<file path="config.mk">
export PLATFORM = sky130hd
export DESIGN_NAME = m68k_bus_sequencer_flat
export DESIGN_NICKNAME = d
export VERILOG_FILES = /design/src/rtl/m68k_bus_sequencer_pkg.sv /design/src/rtl/m68k_bus_sequencer_if.sv /design/src/rtl/m68k_lane_decode.sv /design/src/rtl/m68k_bus_sequencer.sv /design/src/flat_wrapper.sv
export SDC_FILE = /design/constraint.sdc
export NUM_CORES = 1
export LEC_CHECK = 0
export CELL_PAD_IN_SITES_DETAIL_PLACEMENT = 0
export CELL_PAD_IN_SITES_GLOBAL_PLACEMENT = 1
export CORE_MARGIN = 1.5
export CORE_UTILIZATION = 38
export DETAILED_ROUTE_END_ITERATION = 6
export PLACE_DENSITY_LB_ADDON = 0.1
export SYNTH_ARGS = -nofsm -noshare
export SYNTH_HDL_FRONTEND = slang
export SYNTH_SLANG_ARGS = --single-unit
</file>
<file path="constraint.sdc">
create_clock -name CLK_68KCLK -period 4.6 [get_ports CLK_68KCLK]
set_clock_uncertainty 0.15 [all_clocks]
set_input_delay 0.69 -clock CLK_68KCLK [delete_from_list [all_inputs] [get_ports CLK_68KCLK]]
set_output_delay 0.69 -clock CLK_68KCLK [all_outputs]
set_load 0.03 [all_outputs]
</file>
<file path="src/rtl/m68k_bus_sequencer_pkg.sv">
// Shared types and constants for the Wishbone-to-68000 bus sequencer.
// Latency: n/a (declarations only).
// Backpressure: n/a.
// Contents: FSM state enum, WB_SEL lane encodings, timeout default, 68k address width.
package neogeo_bus_pkg;

  localparam int M68K_ADDR_W        = 23;  // A23..A1
  localparam int WB_ADR_W           = 22;  // byte address bits [23:2]
  localparam int TIMEOUT_CYCLES_DEF = 32;

  // WB_SEL encodings accepted by the sequencer (bit 3 = D31:24).
  localparam logic [3:0] SEL_HI_UPPER = 4'b1000;  // A1=0, UDS
  localparam logic [3:0] SEL_HI_LOWER = 4'b0100;  // A1=0, LDS
  localparam logic [3:0] SEL_HI_WORD  = 4'b1100;  // A1=0, UDS+LDS
  localparam logic [3:0] SEL_LO_UPPER = 4'b0010;  // A1=1, UDS
  localparam logic [3:0] SEL_LO_LOWER = 4'b0001;  // A1=1, LDS
  localparam logic [3:0] SEL_LO_WORD  = 4'b0011;  // A1=1, UDS+LDS
  localparam logic [3:0] SEL_LONG     = 4'b1111;  // two word cycles, A1=0 then A1=1

  typedef enum logic [2:0] {
    ST_IDLE,
    ST_ADDR,
    ST_STROBE,
    ST_LATCH,
    ST_DONE,
    ST_FAULT
  } bus_state_e;

endpackage

</file>
<file path="src/rtl/m68k_bus_sequencer_if.sv">
// Bundles the Wishbone request side and the 68000 bus side of the sequencer.
// Latency: n/a (wiring only).
// Backpressure: WB_STB is held by the requester until WB_ACK or WB_ERR.
// Modports: slave = the sequencer; master = the Wishbone requester plus 68k bus environment.
interface m68k_bus_sequencer_if;
  import neogeo_bus_pkg::*;

  logic [WB_ADR_W-1:0]    WB_ADR;
  logic [31:0]            WB_DATW;
  logic [3:0]             WB_SEL;
  logic                   WB_STB;
  logic                   WB_WE;
  logic [31:0]            WB_DATR;
  logic                   WB_ACK;
  logic                   WB_ERR;
  logic [M68K_ADDR_W-1:0] M68K_ADDR;
  logic [15:0]            M68K_DOUT;
  logic                   M68K_DOE;
  logic [15:0]            M68K_DIN;
  logic                   M68K_RW;
  logic                   nAS;
  logic                   nUDS;
  logic                   nLDS;
  logic                   nDTACK;

  modport slave (
    input  WB_ADR, WB_DATW, WB_SEL, WB_STB, WB_WE, M68K_DIN, nDTACK,
    output WB_DATR, WB_ACK, WB_ERR, M68K_ADDR, M68K_DOUT, M68K_DOE, M68K_RW,
           nAS, nUDS, nLDS
  );

  modport master (
    output WB_ADR, WB_DATW, WB_SEL, WB_STB, WB_WE, M68K_DIN, nDTACK,
    input  WB_DATR, WB_ACK, WB_ERR, M68K_ADDR, M68K_DOUT, M68K_DOE, M68K_RW,
           nAS, nUDS, nLDS
  );

endinterface

</file>
<file path="src/rtl/m68k_lane_decode.sv">
// Maps a Wishbone byte-lane select plus the longword half flag to A1/UDS/LDS.
// Latency: combinational.
// Backpressure: none.
// Ports: sel (WB_SEL), half (0 = first/only word) -> a1, uds, lds (active-high), legal.
module m68k_lane_decode
  import neogeo_bus_pkg::*;
(
  input  logic [3:0] sel,
  input  logic       half,
  output logic       a1,
  output logic       uds,
  output logic       lds,
  output logic       legal
);

  always_comb begin
    a1    = 1'b0;
    uds   = 1'b0;
    lds   = 1'b0;
    legal = 1'b1;
    case (sel)
      SEL_HI_UPPER: uds = 1'b1;
      SEL_HI_LOWER: lds = 1'b1;
      SEL_HI_WORD:  begin uds = 1'b1; lds = 1'b1; end
      SEL_LO_UPPER: begin a1 = 1'b1; uds = 1'b1; end
      SEL_LO_LOWER: begin a1 = 1'b1; lds = 1'b1; end
      SEL_LO_WORD:  begin a1 = 1'b1; uds = 1'b1; lds = 1'b1; end
      // Longword: high word goes out first, so A1 simply follows the half flag.
      SEL_LONG:     begin a1 = half; uds = 1'b1; lds = 1'b1; end
      default:      legal = 1'b0;
    endcase
  end

endmodule

</file>
<file path="src/rtl/m68k_bus_sequencer.sv">
// Converts single Wishbone requests into 68000 asynchronous bus cycles (longwords as two word cycles).
// Latency: word = 4 cycles from acceptance to WB_ACK with zero wait states, longword = 7; +1 per DTACK wait.
// Backpressure: one request in flight; WB_STB is only sampled in IDLE, the 68k side stalls on nDTACK.
// Ports: CLK_68KCLK, nRESET (async, active-low), bus (m68k_bus_sequencer_if.slave).
// Optional: define NEOGEO_BUSTIMEOUT_EN to abort a STROBE phase after TIMEOUT_CYCLES without DTACK.
module m68k_bus_sequencer
  import neogeo_bus_pkg::*;
#(
  parameter int TIMEOUT_CYCLES = TIMEOUT_CYCLES_DEF
) (
  input  logic                 CLK_68KCLK,
  input  logic                 nRESET,
  m68k_bus_sequencer_if.slave  bus
);

  if (TIMEOUT_CYCLES < 1) begin : g_bad_timeout
    $error("TIMEOUT_CYCLES must be at least 1");
  end

  bus_state_e             state_q, state_d;
  logic                   half_q;
  logic [WB_ADR_W-1:0]    adr_q;
  logic [3:0]             sel_q;
  logic                   we_q;
  logic [15:0]            datw_lo_q;
  logic                   uds_q, lds_q;
  logic [M68K_ADDR_W-1:0] addr_q;
  logic [15:0]            dout_q;
  logic [31:0]            datr_q;

  logic                   dec_a1, dec_uds, dec_lds, dec_legal;
  logic                   long_first;
  logic                   tmo_hit;
  logic                   active;

  // Single decoder: in IDLE it judges the incoming request; in LATCH it
  // precomputes the lanes for the second longword half.
  m68k_lane_decode u_lane_decode (
    .sel   ((state_q == ST_IDLE) ? bus.WB_SEL : sel_q),
    .half  (state_q == ST_LATCH),
    .a1    (dec_a1),
    .uds   (dec_uds),
    .lds   (dec_lds),
    .legal (dec_legal)
  );

  assign long_first = (sel_q == SEL_LONG) && !half_q;

`ifdef NEOGEO_BUSTIMEOUT_EN
  localparam int CNT_W = $clog2(TIMEOUT_CYCLES + 1);
  logic [CNT_W-1:0] tmo_cnt_q;

  always_ff @(posedge CLK_68KCLK or negedge nRESET) begin
    if (!nRESET)                  tmo_cnt_q <= '0;
    else if (state_q == ST_STROBE) tmo_cnt_q <= tmo_cnt_q + 1'b1;
    else                          tmo_cnt_q <= '0;
  end

  // Counter holds the number of STROBE cycles already completed.
  assign tmo_hit = (state_q == ST_STROBE) && (tmo_cnt_q == CNT_W'(TIMEOUT_CYCLES - 1));
`else
  assign tmo_hit = 1'b0;
`endif

  always_ff @(posedge CLK_68KCLK or negedge nRESET) begin
    if (!nRESET) state_q <= ST_IDLE;
    else         state_q <= state_d;
  end

  always_comb begin
    state_d = state_q;
    case (state_q)
      ST_IDLE:   if (bus.WB_STB) state_d = dec_legal ? ST_ADDR : ST_FAULT;
      ST_ADDR:   state_d = ST_STROBE;
      // DTACK wins over a timeout landing on the same cycle.
      ST_STROBE: if (!bus.nDTACK) state_d = ST_LATCH;
                 else if (tmo_hit) state_d = ST_FAULT;
      ST_LATCH:  state_d = long_first ? ST_ADDR : ST_DONE;
      ST_DONE:   state_d = ST_IDLE;
      ST_FAULT:  state_d = ST_IDLE;
      default:   state_d = ST_IDLE;
    endcase
  end

  always_ff @(posedge CLK_68KCLK or negedge nRESET) begin
    if (!nRESET) begin
      half_q    <= 1'b0;
      adr_q     <= '0;
      sel_q     <= '0;
      we_q      <= 1'b0;
      datw_lo_q <= '0;
      uds_q     <= 1'b0;
      lds_q     <= 1'b0;
      addr_q    <= '0;
      dout_q    <= '0;
      datr_q    <= '0;
    end else begin
      case (state_q)
        ST_IDLE: if (bus.WB_STB) begin
          adr_q     <= bus.WB_ADR;
          sel_q     <= bus.WB_SEL;
          we_q      <= bus.WB_WE;
          datw_lo_q <= bus.WB_DATW[15:0];
          half_q    <= 1'b0;
          datr_q    <= '0;
          if (dec_legal) begin
            addr_q <= {bus.WB_ADR, dec_a1};
            dout_q <= dec_a1 ? bus.WB_DATW[15:0] : bus.WB_DATW[31:16];
            uds_q  <= dec_uds;
            lds_q  <= dec_lds;
          end
        end
        ST_STROBE: if (state_d == ST_FAULT) begin
          datr_q <= '0;
          half_q <= 1'b0;
        end
        ST_LATCH: begin
          if (!we_q) begin
            if (addr_q[0]) datr_q[15:0]  <= bus.M68K_DIN;
            else           datr_q[31:16] <= bus.M68K_DIN;
          end
          if (long_first) begin
            half_q <= 1'b1;
            addr_q <= {adr_q, dec_a1};
            dout_q <= datw_lo_q;
            uds_q  <= dec_uds;
            lds_q  <= dec_lds;
          end
        end
        default: ;
      endcase
    end
  end

  // Direction and drive only leave their idle values while a bus cycle is in
  // progress, so reset and IDLE both present a released bus.
  assign active = (state_q == ST_ADDR) || (state_q == ST_STROBE) || (state_q == ST_LATCH);

  assign bus.nAS       = !(state_q == ST_STROBE);
  assign bus.nUDS      = !((state_q == ST_STROBE) && uds_q);
  assign bus.nLDS      = !((state_q == ST_STROBE) && lds_q);
  assign bus.M68K_RW   = !(we_q && active);
  assign bus.M68K_DOE  = we_q && active;
  assign bus.M68K_ADDR = addr_q;
  assign bus.M68K_DOUT = dout_q;
  assign bus.WB_DATR   = datr_q;
  assign bus.WB_ACK    = (state_q == ST_DONE);
  assign bus.WB_ERR    = (state_q == ST_FAULT);

endmodule
</file>
<file path="src/flat_wrapper.sv">
// flat-port wrapper written by rule: the top's interface ports become plain ports
module m68k_bus_sequencer_flat import neogeo_bus_pkg::*;
#(
  parameter int TIMEOUT_CYCLES = TIMEOUT_CYCLES_DEF
)
  (CLK_68KCLK, nRESET, bus_WB_ADR, bus_WB_DATW, bus_WB_SEL, bus_WB_STB, bus_WB_WE, bus_M68K_DIN, bus_nDTACK, bus_WB_DATR, bus_WB_ACK, bus_WB_ERR, bus_M68K_ADDR, bus_M68K_DOUT, bus_M68K_DOE, bus_M68K_RW, bus_nAS, bus_nUDS, bus_nLDS);
  m68k_bus_sequencer_if bus_i ();
  input  logic CLK_68KCLK;
  input  logic nRESET;
  input wire logic [$bits(bus_i.WB_ADR)-1:0] bus_WB_ADR;
  input wire logic [$bits(bus_i.WB_DATW)-1:0] bus_WB_DATW;
  input wire logic [$bits(bus_i.WB_SEL)-1:0] bus_WB_SEL;
  input wire logic [$bits(bus_i.WB_STB)-1:0] bus_WB_STB;
  input wire logic [$bits(bus_i.WB_WE)-1:0] bus_WB_WE;
  input wire logic [$bits(bus_i.M68K_DIN)-1:0] bus_M68K_DIN;
  input wire logic [$bits(bus_i.nDTACK)-1:0] bus_nDTACK;
  output wire logic [$bits(bus_i.WB_DATR)-1:0] bus_WB_DATR;
  output wire logic [$bits(bus_i.WB_ACK)-1:0] bus_WB_ACK;
  output wire logic [$bits(bus_i.WB_ERR)-1:0] bus_WB_ERR;
  output wire logic [$bits(bus_i.M68K_ADDR)-1:0] bus_M68K_ADDR;
  output wire logic [$bits(bus_i.M68K_DOUT)-1:0] bus_M68K_DOUT;
  output wire logic [$bits(bus_i.M68K_DOE)-1:0] bus_M68K_DOE;
  output wire logic [$bits(bus_i.M68K_RW)-1:0] bus_M68K_RW;
  output wire logic [$bits(bus_i.nAS)-1:0] bus_nAS;
  output wire logic [$bits(bus_i.nUDS)-1:0] bus_nUDS;
  output wire logic [$bits(bus_i.nLDS)-1:0] bus_nLDS;
  assign bus_i.WB_ADR = bus_WB_ADR;
  assign bus_i.WB_DATW = bus_WB_DATW;
  assign bus_i.WB_SEL = bus_WB_SEL;
  assign bus_i.WB_STB = bus_WB_STB;
  assign bus_i.WB_WE = bus_WB_WE;
  assign bus_i.M68K_DIN = bus_M68K_DIN;
  assign bus_i.nDTACK = bus_nDTACK;
  assign bus_WB_DATR = bus_i.WB_DATR;
  assign bus_WB_ACK = bus_i.WB_ACK;
  assign bus_WB_ERR = bus_i.WB_ERR;
  assign bus_M68K_ADDR = bus_i.M68K_ADDR;
  assign bus_M68K_DOUT = bus_i.M68K_DOUT;
  assign bus_M68K_DOE = bus_i.M68K_DOE;
  assign bus_M68K_RW = bus_i.M68K_RW;
  assign bus_nAS = bus_i.nAS;
  assign bus_nUDS = bus_i.nUDS;
  assign bus_nLDS = bus_i.nLDS;
  m68k_bus_sequencer #(.TIMEOUT_CYCLES(TIMEOUT_CYCLES)) u_core (.CLK_68KCLK(CLK_68KCLK), .nRESET(nRESET), .bus(bus_i));
endmodule
</file>
==> run summary, run 1 <==
Top FF cell, synth: dfrtp_1
Leading area contributor after synthesis: dfrtp_1
Data arrival time of the worst path: 3390 ps
Worst skew pair latency: 410 ps
Port Buffers: 156
CP Capture Type: flop
P&R area growth vs syn: 40.07%
Buffer count from post-CTS setup fixing: 0
# setup viols final: 0
YS warnings: 0
Vias per inst: 5.046
Die height: 122.3 um
Core Area: 0.01388 mm2
Vias in the first global route: 4634
Clock root buffer master: clkbuf_16
Req. time, crit path: 4760 ps
Final HPWL DP: 9581 um
Max-Cap Viols: 0
Area of the die: 0.01497 mm2
Mapped Area: 0.005411 mm2
Post-synthesis area per instance: 9.428 um2
Pwr dens: 715.9 mW/mm2
Final std cells w/o fill: 905
Pleak: 3.402 nW
Post-Syn Nets: 653
Cells after Synth: 574
Resized cells post-CTS: 0
DRT Wirelength: 14930 um
Seq cells post-synth: 120
Detail Route Antenna Nets: 0
Clock sinks: 120
Final #Nets: 793
Power consumption: 0.005426 W
Post-synthesis sequential area ratio: 0.5549
Worst rel slew slack: 0.3363
CTS max path bufs: 2
Slew @ Worst Pin: 988.1 ps
Post-synth EDFFs: 0
GRT Residual Overflow: 0
Total CTS buffers: 17
Critical Path Source Type: primary input
Inst Count DP: 875
Final period util: 0.7012
Io pins: 157
CP max FO: 17
Setup CP Type: primary input to flop
DR pass1 iterations: 5
Unrepaired setup endpoints after global routing: false
Final Max Slew Viols: 0
# diodes: 0
Initial Util: 0.3899
Share of cells above drive strength 1: 0.1131
CTS tree: yes
Post-DR wirelength/cell: 16.50 um
Chip Width: 122.3 um
HP Class: primary input to asynchronous set/reset pin
Tot GR Track Use: 0.2109
F_max: 310.0 MHz
Synth top area share: 0.5549
Hold buffer count at cts: 0
Crit path time final: 3225 ps
Setup TNS: 0 ps
Initial antenna violation count: 0
First-pass GRT wire length: 24010 um
Worst hold margin: 237.8 ps
Largest net degree at the start of global routing: 70
Clock transition at path regs: 50 ps
Rows: 43
Final hold violations: 0
Drt drc: 0
Most common cell after layout, fill and taps aside: nand2_1
Initial DRC count: 368
H-tree depth: 4
Asr flop ratio synth: 1.000
Outcome: finished, final reports clean
Via count: 4567
Gp weighted congestion: 0.7738
Count of cell types in the netlist: 40
Maximum VDD drop: 0.2747 mV
Dominant cells by area after synthesis: dfrtp_1 (55%), nand2_1 (13%), o21ai_0 (3.4%), a21oi_2 (3.2%), o22ai_1 (2.5%)
Most frequent cells in the layout: nand2_1 (186), clkdlybuf4s50_1 (155), dfrtp_1 (120)
## worst max-delay path, stage by stage
cell and delay [ps]:
clkdlybuf4s50_1 510, nor2_1 250, and3b_1 680, or2_1 770
a211oi_1 200, o31ai_1 280
## metal layers
metal	vias to the layer above	wire length, um	part of all wire	GRT usage
met5	-	0	0	0
met4	0	325	0.022	0.08794
met3	28	1008	0.068	0.05901
met2	150	6842	0.46	0.3230
met1	2179	6755	0.45	0.2818
li1	2210	-	-	-
## registers in the layout (all words and copies together), names as in the netlist
name / cells
u_core.bus.M68K_DOUT: 16
u_core.sel_q: 4
u_core.datw_lo_q: 16
u_core.bus.M68K_ADDR: 23
u_core.we_q: 1
u_core.lds_q: 1
u_core.uds_q: 1
u_core.half_q: 1
u_core.state_q: 3
u_core.bus.WB_DATR: 32
u_core.adr_q: 22
## cells by family after synthesis
| family | count (synthesis) | share of synthesized area |
|---|---|---|
| compound gates | 123 | 0.1704 |
| xor+xnor | 1 | 0.001619 |
| buf+inv | 65 | 0.05549 |
| flops | 120 | 0.5549 |
| simple gates | 262 | 0.2113 |
| mux | 3 | 0.006242 |
## cell usage after synthesis, types with 3 or more instances
master      n
dfrtp_1   120
a211oi_2   10
o21ai_0    37
a211oi_1    6
nand3_1    18
o31ai_2    10
a21oi_2    20
nand2_1   187
nor3b_1    17
nor2_1     23
inv_1      24
mux2_1      3
and2_1      3
buf_2       6
o31ai_1     6
buf_6       4
clkbuf_1   28
o22ai_1    22
## stage by stage
stage / area (um2) / util / setup WS, ps
after floorplan: 5411 / - / 2341
after global placement: 7052 / 0.5080 / 1144
after detailed placement: 7052 / 0.5080 / 1002
after CTS: 7580 / 0.5461 / 1436
after global routing: 7580 / 0.5461 / 1185
final: 7580 / 0.5461 / 1375
## final timing paths
path	from	to	slack [ps]	cells past startpoint
min reg2reg	u_core.adr_q[7]$_DFFE_PN0P_	u_core.adr_q[7]$_DFFE_PN0P_	320	2
min	nRESET	u_core.bus.M68K_ADDR[20]$_DFFE_PN0P_	240	1
max	bus_WB_SEL[2]	u_core.bus.M68K_DOUT[4]$_DFFE_PN0P_	1370	6
max reg2reg	u_core.state_q[0]$_DFF_PN0_	u_core.bus.M68K_DOUT[4]$_DFFE_PN0P_	1450	5
max in group asynchronous	nRESET	u_core.bus.WB_DATR[19]$_DFFE_PN0P_	3130	2
min in group CLK_68KCLK	u_core.adr_q[7]$_DFFE_PN0P_	u_core.adr_q[7]$_DFFE_PN0P_	320	2
## area by class of cell
| cell class | instances | area (um2) |
|---|---|---|
| Tap cell | 180 | 225.2 |
| Timing Repair Buffer | 162 | 1604 |
| Inverter | 24 | 90.09 |
| Multi-Input combinational cell | 389 | 2130 |
| Fill cell | 1255 | 6301 |
| Sequential cell | 120 | 3003 |
| Clock buffer | 27 | 513.0 |
| Clock inverter | 3 | 15.01 |
## where the power goes
part / internal (W) / leakage [nW] / total (W) / switching, W
Combinational: 0.000946 / 1.63 / 0.00243 / 0.00148
Sequential: 0.00151 / 1.51 / 0.00181 / 0.000296
Clock: 0.000750 / 0.263 / 0.00119 / 0.000440
Total: 0.00321 / 3.40 / 0.00543 / 0.00222
Note: power is estimated with default switching activity, not from simulation.
==> run 2: changes to the inputs <==
--- a/config.mk
+++ b/config.mk
@@ -8,7 +8,7 @@
 export CELL_PAD_IN_SITES_DETAIL_PLACEMENT = 0
 export CELL_PAD_IN_SITES_GLOBAL_PLACEMENT = 1
 export CORE_MARGIN = 1.5
-export CORE_UTILIZATION = 38
+export CORE_UTILIZATION = 36
 export DETAILED_ROUTE_END_ITERATION = 6
 export PLACE_DENSITY_LB_ADDON = 0.1
 export SYNTH_ARGS = -nofsm -noshare
==> constraint.sdc (replaced) <==
create_clock -name CLK_68KCLK -period 3 [get_ports CLK_68KCLK]
set_clock_uncertainty 0.15 [all_clocks]
set_input_delay 0.45 -clock CLK_68KCLK [delete_from_list [all_inputs] [get_ports CLK_68KCLK]]
set_output_delay 0.45 -clock CLK_68KCLK [all_outputs]
set_load 0.03 [all_outputs]
==> run summary, run 2 (synthesis gave the netlist of run 1 again) <==
Outcome: finished, final reports clean
Inst Count DP: 887 (+1.4%)
Drt drc: 0 (unchanged)
Crit path time final: 2867 ps
Total CTS buffers: 17 (unchanged)
Setup CP Type: flop to output port
DRT Wirelength: 15210 um (+1.8%)
Max layer used: met4
First-pass GRT wire length: 25030 um (+4.3%)
HP Class: flop to flop
Clock transition at path regs: 50 ps (about the same)
Max-Cap Viols: 0 (unchanged)
F_max: 348.8 MHz
Data arrival time of the worst path: 2270 ps (-1120 ps)
Final hold violations: 0 (unchanged)
Rows: 44 (+2.3%)
DR pass1 iterations: 4 (-1)
Worst R2R Start: u_core.state_q[2]$_DFF_PN0_
Final std cells w/o fill: 918 (+1.4%)
Largest net degree at the start of global routing: 46 (-34%)
CTS tree: yes
Initial DRC count: 219 (-40%)
Share of cells above drive strength 1: 0.1226 (+0.009512)
Initial Util: 0.3709 (-0.01892)
Post-DR wirelength/cell: 16.56 um (+0.40%)
Most frequent cells in the layout: nand2_1 (186), clkdlybuf4s50_1 (155), dfrtp_1 (120)
CTS max path bufs: 2 (unchanged)
Vias per inst: 4.986 (-1.2%)
R2R Setup Slk: 390 ps (-1060 ps)
Hold path startpoint: u_core.datw_lo_q[14]$_DFFE_PN0P_
# setup viols final: 0 (unchanged)
R2R depth: 6 (+1)
Metal2 WL: 7080 um (+3.5%)
Register cell area after layout: 0.003003 mm2 (unchanged)
Final period util: 0.9557
Max reg flops: 32 (unchanged)
Met3 Wirelength: 1038 um (+3.0%)
# diodes: 0 (unchanged)
Core Area: 0.01459 mm2 (+5.1%)
Initial antenna violation count: 0 (unchanged)
Port Buffers: 156 (unchanged)
Unrepaired setup endpoints after global routing: false
Sum of routed wire segments on met1: 6881 um (+1.9%)
Final #Nets: 802 (+1.1%)
Hold Crit Endpoint: u_core.datw_lo_q[14]$_DFFE_PN0P_
Tot GR Track Use: 0.2021 (-0.008729)
Final HPWL DP: 10090 um (+5.3%)
Final Instance Area: 0.007667 mm2 (+1.2%)
CP max FO: 7 (-10)
GRT Residual Overflow: 0 (unchanged)
Critical Path Source Type: flop
Slew @ Worst Pin: 998.2 ps (+10.11 ps)
Maximum VDD drop: 0.4811 mV (+75%)
Setup TNS: 0 ps (unchanged)
Via count: 4577 (+0.22%)
P&R area growth vs syn: 41.69%
CP Capture Type: output port
Clock sinks: 120 (unchanged)
H-tree depth: 4 (unchanged)
Hold Path Stages: 2
Chip Width: 125.6 um (+2.7%)
Req. time, crit path: 2400 ps (-2360 ps)
Most common cell after layout, fill and taps aside: nand2_1
Fillers: 1321 (+5.3%)
Final Max Slew Viols: 0 (unchanged)
Reg-to-Reg End: u_core.bus.M68K_DOUT[15]$_DFFE_PN0P_
Worst rel slew slack: 0.3296 (-0.006790)
Placed inst area: 0.007129 mm2 (+1.1%)
Gp weighted congestion: 0.7400 (-4.4%)
Area of the die: 0.01578 mm2 (+5.4%)
Detail Route Antenna Nets: 0 (unchanged)
Pleak: 3.452 nW (+1.5%)
Die height: 125.6 um (+2.7%)
Io pins: 157 (unchanged)
Worst skew pair latency: 400 ps (about the same)
Area of the multi-input gates: 0.002130 mm2 (unchanged)
Pwr dens: 1092 mW/mm2 (+53%)
Clock root buffer master: clkbuf_16
Vias in the first global route: 4741 (+2.3%)
==> run 2: cell types whose count changed in the layout (fill, tap and decap cells not counted), sizes merged <==
cell,previous run,this run
dlygate4sd3,0,1
buf,7,15
==> run 2: worst max-delay path, cell delays in order (launching register included) <==
cell             delay [ps]
dfrtp_1                 510
nor2_1                  110
or3b_2                  500
inv_1                    70
clkdlybuf4s50_1         660
==> run 2: how the worst max path moves through the flow <==
stage / depth (start not counted) / from / slack (ps) / to
6_report: 4 / u_core.state_q[0]$_DFF_PN0_ / 130 / bus_M68K_DOE
5_1_grt: 4 / u_core.state_q[0]$_DFF_PN0_ / 80 / bus_M68K_DOE
4_1_cts: 4 / u_core.state_q[0]$_DFF_PN0_ / 130 / bus_M68K_DOE
3_5_place_dp: 7 / bus_WB_SEL[3] / 360 / u_core.bus.M68K_ADDR[22]$_DFFE_PN0P_
3_3_place_gp: 7 / bus_WB_SEL[3] / 420 / u_core.bus.M68K_ADDR[22]$_DFFE_PN0P_
2_1_floorplan: 8 / u_core.state_q[0]$_DFF_PN0_ / 930 / u_core.bus.M68K_DOUT[11]$_DFFE_PN0P_
==> run 2: per-stage QoR <==
stage          utilization  hold slack [ps]  total power [W]  setup WS (ps)
2_1_floorplan            -            4.409         0.005141          928.5
3_3_place_gp        0.4887            301.1         0.006523          419.9
3_5_place_dp        0.4887            302.2         0.006597          364.5
4_1_cts             0.5256            326.0         0.008467          125.7
5_1_grt             0.5256            335.7         0.008919          77.88
6_report            0.5256            322.8         0.008370          132.9
==> run 2: area by class of cell <==
cell class                      instances  area share
Sequential cell                       120      0.3916
Tap cell                              184     0.03003
Clock inverter                          3    0.001958
Multi-Input combinational cell        389      0.2777
Timing Repair Buffer                  171      0.2200
Clock buffer                           27     0.06691
Inverter                               24     0.01175
==> run 2: power by group <==
| part | switching (W) | internal [W] | total (W) |
|---|---|---|---|
| clock | 0.000675 | 0.00115 | 0.00183 |
| combinational | 0.00226 | 0.00149 | 0.00376 |
| sequential | 0.000468 | 0.00232 | 0.00279 |
| total | 0.00341 | 0.00496 | 0.00837 |
==> run 2: timing repair <==
action / in CTS / in global routing
setup endpoints to repair: 0 / 0
setup buffers: 0 / 0
resized for setup: 0 / 0
hold buffers: 1 / 0
endpoints found under the hold margin: 34 / 0
==> run 2: metal layers <==
metal | track usage | vias to the layer above
met1 | 0.2683 | 2205
met5 | 0 | -
met4 | 0.07553 | 0
li1 | - | 2218
met3 | 0.05991 | 15
met2 | 0.3133 | 139
